===== config.mk =====
export PLATFORM = sky130hd
export DESIGN_NAME = mantissa_mul_sequencer
export DESIGN_NICKNAME = d
export VERILOG_FILES = /design/src/rtl/fp_mul_pkg.sv /design/src/rtl/mantissa_shift_add_dp.sv /design/src/rtl/mantissa_mul_sequencer.sv
export SDC_FILE = /design/constraint.sdc
export NUM_CORES = 1
export LEC_CHECK = 0
export ABC_AREA = 1
export BUFFER_PORTS_ARGS = -buffer_cell sky130_fd_sc_hd__buf_2
export CAP_MARGIN = 20
export CORE_ASPECT_RATIO = 0.6
export CORE_MARGIN = 3
export CORE_UTILIZATION = 49
export DETAILED_ROUTE_END_ITERATION = 10
export PLACE_DENSITY = 0.69
export SLEW_MARGIN = 20
export SYNTH_ARGS = -nofsm -noshare
export SYNTH_HDL_FRONTEND = slang
export SYNTH_HIERARCHICAL = 1
export SYNTH_SLANG_ARGS = --single-unit

===== constraint.sdc =====
create_clock -name clk -period 5.6 [get_ports clk]
set_input_delay 0.28 -clock clk [delete_from_list [all_inputs] [get_ports clk]]
set_output_delay 0.28 -clock clk [all_outputs]
set_load 0.01 [all_outputs]

===== src/rtl/fp_mul_pkg.sv =====
// ----------------------------------------------------------------------------
// fp_mul_pkg
// Shared types and helpers for the floating-point multiply path.
//   state_e   : sequencer FSM states (IDLE, CALC, DONE)
//   PORT0/1   : requester port identifiers
//   cnt_width : iteration counter width for a given stored-mantissa width
// ----------------------------------------------------------------------------
package fp_mul_pkg;

    typedef enum logic [1:0] {
        IDLE = 2'd0,
        CALC = 2'd1,
        DONE = 2'd2
    } state_e;

    localparam logic PORT0 = 1'b0;
    localparam logic PORT1 = 1'b1;

    // Counter must reach BIT_WIDTH+1 (one past the last step) without wrapping.
    function automatic int unsigned cnt_width(input int unsigned bit_width);
        return $clog2(bit_width + 2);
    endfunction

endpackage : fp_mul_pkg


===== src/rtl/mantissa_shift_add_dp.sv =====
// ----------------------------------------------------------------------------
// mantissa_shift_add_dp
// Shift-and-add datapath for a (BIT_WIDTH+1)x(BIT_WIDTH+1) mantissa product.
// Ports:
//   clk, rst        : clock, synchronous active-high reset
//   load            : capture {1,a_in}/{1,b_in} and clear the accumulator
//   step            : accumulate A << cnt when B[cnt] is set
//   cnt             : current step index
//   a_in, b_in      : stored operand mantissas (hidden bit implied)
//   mant, norm      : normalized/truncated result of the accumulator after the
//                     current step (combinational; valid on the final step)
// ----------------------------------------------------------------------------
module mantissa_shift_add_dp
    import fp_mul_pkg::*;
#(
    parameter  int unsigned BIT_WIDTH = 23,
    localparam int unsigned CNT_W     = cnt_width(BIT_WIDTH)
) (
    input  logic                 clk,
    input  logic                 rst,
    input  logic                 load,
    input  logic                 step,
    input  logic [CNT_W-1:0]     cnt,
    input  logic [BIT_WIDTH-1:0] a_in,
    input  logic [BIT_WIDTH-1:0] b_in,
    output logic [BIT_WIDTH-1:0] mant,
    output logic                 norm
);

    localparam int unsigned MW = BIT_WIDTH + 1;
    localparam int unsigned PW = 2 * BIT_WIDTH + 2;

    logic [MW-1:0] a_q, a_d;
    logic [MW-1:0] b_q, b_d;
    logic [PW-1:0] p_q, p_d;
    logic [PW-1:0] addend_c;
    logic [PW-1:0] sum_c;

    // Partial-product accumulate, operand load and normalize/truncate.
    always_comb begin
        a_d      = a_q;
        b_d      = b_q;
        p_d      = p_q;
        addend_c = b_q[cnt] ? (PW'(a_q) << cnt) : '0;
        sum_c    = p_q + addend_c;

        if (load) begin
            a_d = {1'b1, a_in};
            b_d = {1'b1, b_in};
            p_d = '0;
        end else if (step) begin
            p_d = sum_c;
        end

        // Product in [1,4): top bit set means the value is >= 2.0.
        norm = sum_c[PW-1];
        mant = norm ? sum_c[PW-2 -: BIT_WIDTH] : sum_c[PW-3 -: BIT_WIDTH];
    end

    always_ff @(posedge clk) begin
        if (rst) begin
            a_q <= '0;
            b_q <= '0;
            p_q <= '0;
        end else begin
            a_q <= a_d;
            b_q <= b_d;
            p_q <= p_d;
        end
    end

endmodule : mantissa_shift_add_dp


===== src/rtl/mantissa_mul_sequencer.sv =====
// ----------------------------------------------------------------------------
// mantissa_mul_sequencer
// Two-port, round-robin arbitrated iterative mantissa multiplier. One
// shift-and-add step per clock, result normalized and truncated toward zero.
// Ports:
//   clk, rst              : clock, synchronous active-high reset
//   in_valid0/1           : operand request per port
//   in_ready0/1           : operand accept strobe per port (combinational)
//   in0_a/b, in1_a/b      : operand stored mantissas per port
//   out_valid/out_ready   : result handshake
//   out_id                : port that issued the result
//   out_mant              : normalized, truncated product mantissa
//   out_norm              : product >= 2.0, exponent needs +1
// ----------------------------------------------------------------------------
module mantissa_mul_sequencer
    import fp_mul_pkg::*;
#(
    parameter  int unsigned BIT_WIDTH = 23,
    localparam int unsigned CNT_W     = cnt_width(BIT_WIDTH)
) (
    input  logic                 clk,
    input  logic                 rst,
    input  logic                 in_valid0,
    input  logic                 in_valid1,
    output logic                 in_ready0,
    output logic                 in_ready1,
    input  logic [BIT_WIDTH-1:0] in0_a,
    input  logic [BIT_WIDTH-1:0] in0_b,
    input  logic [BIT_WIDTH-1:0] in1_a,
    input  logic [BIT_WIDTH-1:0] in1_b,
    output logic                 out_valid,
    input  logic                 out_ready,
    output logic                 out_id,
    output logic [BIT_WIDTH-1:0] out_mant,
    output logic                 out_norm
);

    state_e               state_q, state_d;
    logic [CNT_W-1:0]     cnt_q, cnt_d;
    logic                 last_grant_q, last_grant_d;
    logic                 id_q, id_d;
    logic                 out_valid_q, out_valid_d;
    logic                 out_id_q, out_id_d;
    logic [BIT_WIDTH-1:0] out_mant_q, out_mant_d;
    logic                 out_norm_q, out_norm_d;

    logic                 grant0_c, grant1_c;
    logic                 acc0_c, acc1_c;
    logic                 sel_c;
    logic                 load_c, step_c;
    logic [BIT_WIDTH-1:0] op_a_c, op_b_c;
    logic [BIT_WIDTH-1:0] dp_mant;
    logic                 dp_norm;

    // Arbiter, next-state and output-register logic.
    always_comb begin
        state_d      = state_q;
        cnt_d        = cnt_q;
        last_grant_d = last_grant_q;
        id_d         = id_q;
        out_valid_d  = out_valid_q;
        out_id_d     = out_id_q;
        out_mant_d   = out_mant_q;
        out_norm_d   = out_norm_q;
        acc0_c       = 1'b0;
        acc1_c       = 1'b0;
        sel_c        = PORT0;
        load_c       = 1'b0;
        step_c       = 1'b0;

        // On a tie the port that did not win last time gets the grant.
        grant0_c = in_valid0 & (~in_valid1 | (last_grant_q == PORT1));
        grant1_c = in_valid1 & (~in_valid0 | (last_grant_q == PORT0));

        case (state_q)
            IDLE: begin
                // Reset suppresses the strobe so no requester sees a phantom accept.
                acc0_c = ~rst & grant0_c;
                acc1_c = ~rst & grant1_c;
                if (acc0_c | acc1_c) begin
                    sel_c        = acc1_c ? PORT1 : PORT0;
                    load_c       = 1'b1;
                    id_d         = sel_c;
                    last_grant_d = sel_c;
                    cnt_d        = '0;
                    state_d      = CALC;
                end
            end
            CALC: begin
                step_c = 1'b1;
                cnt_d  = cnt_q + CNT_W'(1);
                // Final step: the datapath's post-step value is the exact product.
                if (cnt_q == CNT_W'(BIT_WIDTH)) begin
                    state_d     = DONE;
                    out_valid_d = 1'b1;
                    out_id_d    = id_q;
                    out_mant_d  = dp_mant;
                    out_norm_d  = dp_norm;
                end
            end
            DONE: begin
                if (out_ready) begin
                    state_d     = IDLE;
                    out_valid_d = 1'b0;
                end
            end
            default: begin
                state_d = IDLE;
            end
        endcase

        op_a_c = (sel_c == PORT1) ? in1_a : in0_a;
        op_b_c = (sel_c == PORT1) ? in1_b : in0_b;
    end

    always_ff @(posedge clk) begin
        if (rst) begin
            state_q      <= IDLE;
            cnt_q        <= '0;
            last_grant_q <= PORT1;
            id_q         <= PORT0;
            out_valid_q  <= 1'b0;
            out_id_q     <= PORT0;
            out_mant_q   <= '0;
            out_norm_q   <= 1'b0;
        end else begin
            state_q      <= state_d;
            cnt_q        <= cnt_d;
            last_grant_q <= last_grant_d;
            id_q         <= id_d;
            out_valid_q  <= out_valid_d;
            out_id_q     <= out_id_d;
            out_mant_q   <= out_mant_d;
            out_norm_q   <= out_norm_d;
        end
    end

    mantissa_shift_add_dp #(
        .BIT_WIDTH (BIT_WIDTH)
    ) u_dp (
        .clk  (clk),
        .rst  (rst),
        .load (load_c),
        .step (step_c),
        .cnt  (cnt_q),
        .a_in (op_a_c),
        .b_in (op_b_c),
        .mant (dp_mant),
        .norm (dp_norm)
    );

    assign in_ready0 = acc0_c;
    assign in_ready1 = acc1_c;
    assign out_valid = out_valid_q;
    assign out_id    = out_id_q;
    assign out_mant  = out_mant_q;
    assign out_norm  = out_norm_q;

endmodule : mantissa_mul_sequencer


==> reports/qor.txt <==
PwrDens: 211 nW/um^2
Fin nets: 2473
Commonest non-fill, non-tap cells in the layout: 846 x nand2_1, 351 x nor2_1, 306 x inv_1, 148 x nand3_1, 130 x dfxtp_1
Final ANT Viol Nets: 0
Reg2Reg Depth: 26
MaxCap Viol Count: 0
WL/cell: 14.9 um
Htree depth: 4
Min Tclk post-route: 5.07 ns
Commonest non-fill, non-tap cell in the layout: nand2_1
Reg power frac: 0.363
Critical path data required time: 5.97 ns
Synth unique cells: 43
Clock buffer depth: 2
# rows: 43
# diodes: 0
TritonCTS clock tree: done
CTS clock-pin slew for the worst setup and hold paths: 0.06 ns
Min-delay worst type: in2reg
Startpoint Class: flip-flop
Post-Syn Area per Cell: 5.37 sq um
Clk network pwr share: 0.414
Hold buffer count at CTS: 0
IO Count: 125
CP arrival: 5.44 ns
Sink Count: 130
WS Path Type: reg2reg
RSZ-0062 raised after global routing: false
Antenna violations before repair: 0
Layout area overhead: 10.3%
Seq cells post-synth: 130
Number of synthesized flops with an enable pin: 0
Fmax: 0.197 GHz
Post-route insts no fill: 2653
# port buffers: 124
Max Fanout on Critical Path: 44
Share of power burned in combinational logic: 0.223
Multi-input logic area: 7870 sq um
CTS buffer count: 17
Total track usage: 0.291
Post-CTS Setup Repair Bufs: 0
Total wire length: 39.5 mm
Worst setup margin: 0.529 ns
Seq/Total Area, Yosys: 0.214
Cells after DPL: 2623
Pre-CTS WS: 0.860 ns
Vias in the first global route: 12100
Post-Syn Area: 12100 sq um
Syn Nets: 2406
Starting Density: 0.512
Post-synthesis async set-or-reset flop share: 0
Max transition margin: 0.312
Storage cell area: 2600 sq um
CP Capture Type: flip-flop
Total Neg Setup Slack: 0 ns
Main synth FF type: dfxtp_1
Setup violations, final: 0
Die H: 128 um
Gpl congestion: 1.17
Final Max Tran Viols: 0
Lkg Pwr: 0.00777 uW
Die area: 26800 sq um
Tcrit/Tclk final: 0.905
Outcome: finished, final reports clean
Global-route wire length before repair: 62.2 mm
Detail Placement HPWL: 31.1 mm
DRC: 0
Worst-Skew Late Latency: 0.45 ns
Post-Synthesis Cells: 2260
Final hold vios: 0
Root Buffer: clkbuf_16
Peak supply drop: 0.243 mV
Slew at the pin closest to its max-slew limit: 1.03 ns
Cts repair resizes: 0
Largest net degree at the start of global routing: 93
Vias per std cell: 5.24
Initial DRC count: 1524
DR vias: 13900
Core box area: 23700 sq um
Internal: 1900 uW
Max Clock Skew: 0.00828 ns
YS warnings: 6
Sw Ratio: 0.328
Drt first pass iters: 6
FILL cells: 2558
Total congestion overflow: 0
WHS Path Cells: 5
Die width: 209 um
Layout cells sized above 1: 0.100
Switching pwr: 926 uW
final timing paths:
check | start | end | slack, ns
worst max register to register | cnt_q[0]$_SDFFE_PP0P_ | out_mant[15]$_SDFFE_PP0P_ | 0.53
worst min-delay path | in1_b[19] | u_dp/b_q[19]$_SDFFE_PP0P_ | 0.14
worst max-delay path | cnt_q[0]$_SDFFE_PP0P_ | out_mant[15]$_SDFFE_PP0P_ | 0.53
worst min register to register | id_q$_SDFFE_PP0P_ | id_q$_SDFFE_PP0P_ | 0.46
worst max-delay path, cell delays in order (launching register included):
cell and delay, ns:
dfxtp_1 0.30, buf_4 0.36, inv_2 0.35, o21ai_0 0.23, o21ai_1 0.11, o211ai_1 0.22
nand2_1 0.11, nand2_2 0.29, nand2_2 0.37, nand2_1 0.15, inv_1 0.07, ha_1 0.44
nand2_1 0.17, nor2_2 0.19, inv_2 0.09, nor2_4 0.10, nand2_1 0.07, nand2_1 0.19
nand2_1 0.15, nand3_2 0.11, nand2_1 0.07, nand2_2 0.32, nand2_1 0.11, nand2_1 0.07
nand3b_1 0.11, nand2_1 0.08, nor2_1 0.13
power groups by stage:
| stage | sequential [uW] | clock, uW | combinational, uW |
|---|---|---|---|
| 6_report | 1030 | 1170 | 630 |
| 4_1_cts | 1030 | 1190 | 622 |
| 2_1_floorplan | 1030 | 0 | 470 |
| 3_5_place_dp | 1050 | 0 | 618 |
| 5_1_grt | 1030 | 1230 | 716 |
| 3_3_place_gp | 1050 | 0 | 606 |
cell type report:
class	count	share of cell area
multi-input combinational	1721	0.588
sequential	130	0.194
inverter	321	0.0901
tap	315	0.0294
clock buffer	17	0.0318
timing repair buffer	136	0.0531
clock inverter	13	0.0131
state kept, by name (all words and copies together) (netlist names):
signal	cells
cnt_q	5
u_dp/b_q	23
out_mant	23
state_q	2
out_valid	1
last_grant_q	1
out_norm	1
u_dp/p_q	48
id_q	1
out_id	1
u_dp/a_q	24
through the flow:
stage	hold WS [ns]	total power [uW]	area, sq um	utilization
after floorplan	0.349	1500	12100	-
after global placement	0.454	1650	12800	0.539
after detailed placement	0.455	1660	12800	0.539
after CTS	0.127	2840	13400	0.564
after global routing	0.153	2980	13400	0.564
final	0.142	2830	13400	0.564
cells in the mapped netlist (all sizes together) (2+ instances only):
cell type    n  share of area
o21a         4         0.0025
o21ai      117          0.048
clkbuf      32         0.0099
ha          48          0.049
buf         56          0.028
inv        320          0.099
xor2        23          0.017
nand3b      25          0.015
a31oi        7         0.0036
nand3      151          0.063
o211ai       8         0.0049
o22ai        2         0.0010
dfxtp      130           0.21
nor3        13         0.0063
nand2      863           0.27
nand4       16         0.0088
or2         19         0.0098
and2         2         0.0010
o21bai       6         0.0037
nor4         2         0.0010
nor2       364           0.12
a21oi       45          0.019
a21o         2         0.0012
logic make-up (layout without fill, tap and decap cells):
group / Yosys count / after routing / share of synthesized area
AOI/OAI and AO/OA: 193 / 193 / 0.0869
xor gates and xnor gates: 23 / 23 / 0.0166
adders and majority gates: 49 / 49 / 0.0511
buffers and inverters: 409 / 487 / 0.137
DFF: 130 / 130 / 0.214
and+or+nand+nor: 1456 / 1456 / 0.494
routing by layer:
layer | track usage | vias to the layer above | wire, um
li1 | - | 7056 | -
met1 | 0.428 | 6213 | 18900
met2 | 0.391 | 566 | 14800
met3 | 0.113 | 68 | 4920
met4 | 0.0755 | 0 | 805
met5 | 0 | - | 0
No activity file was read; power rests on OpenSTA's default activity.
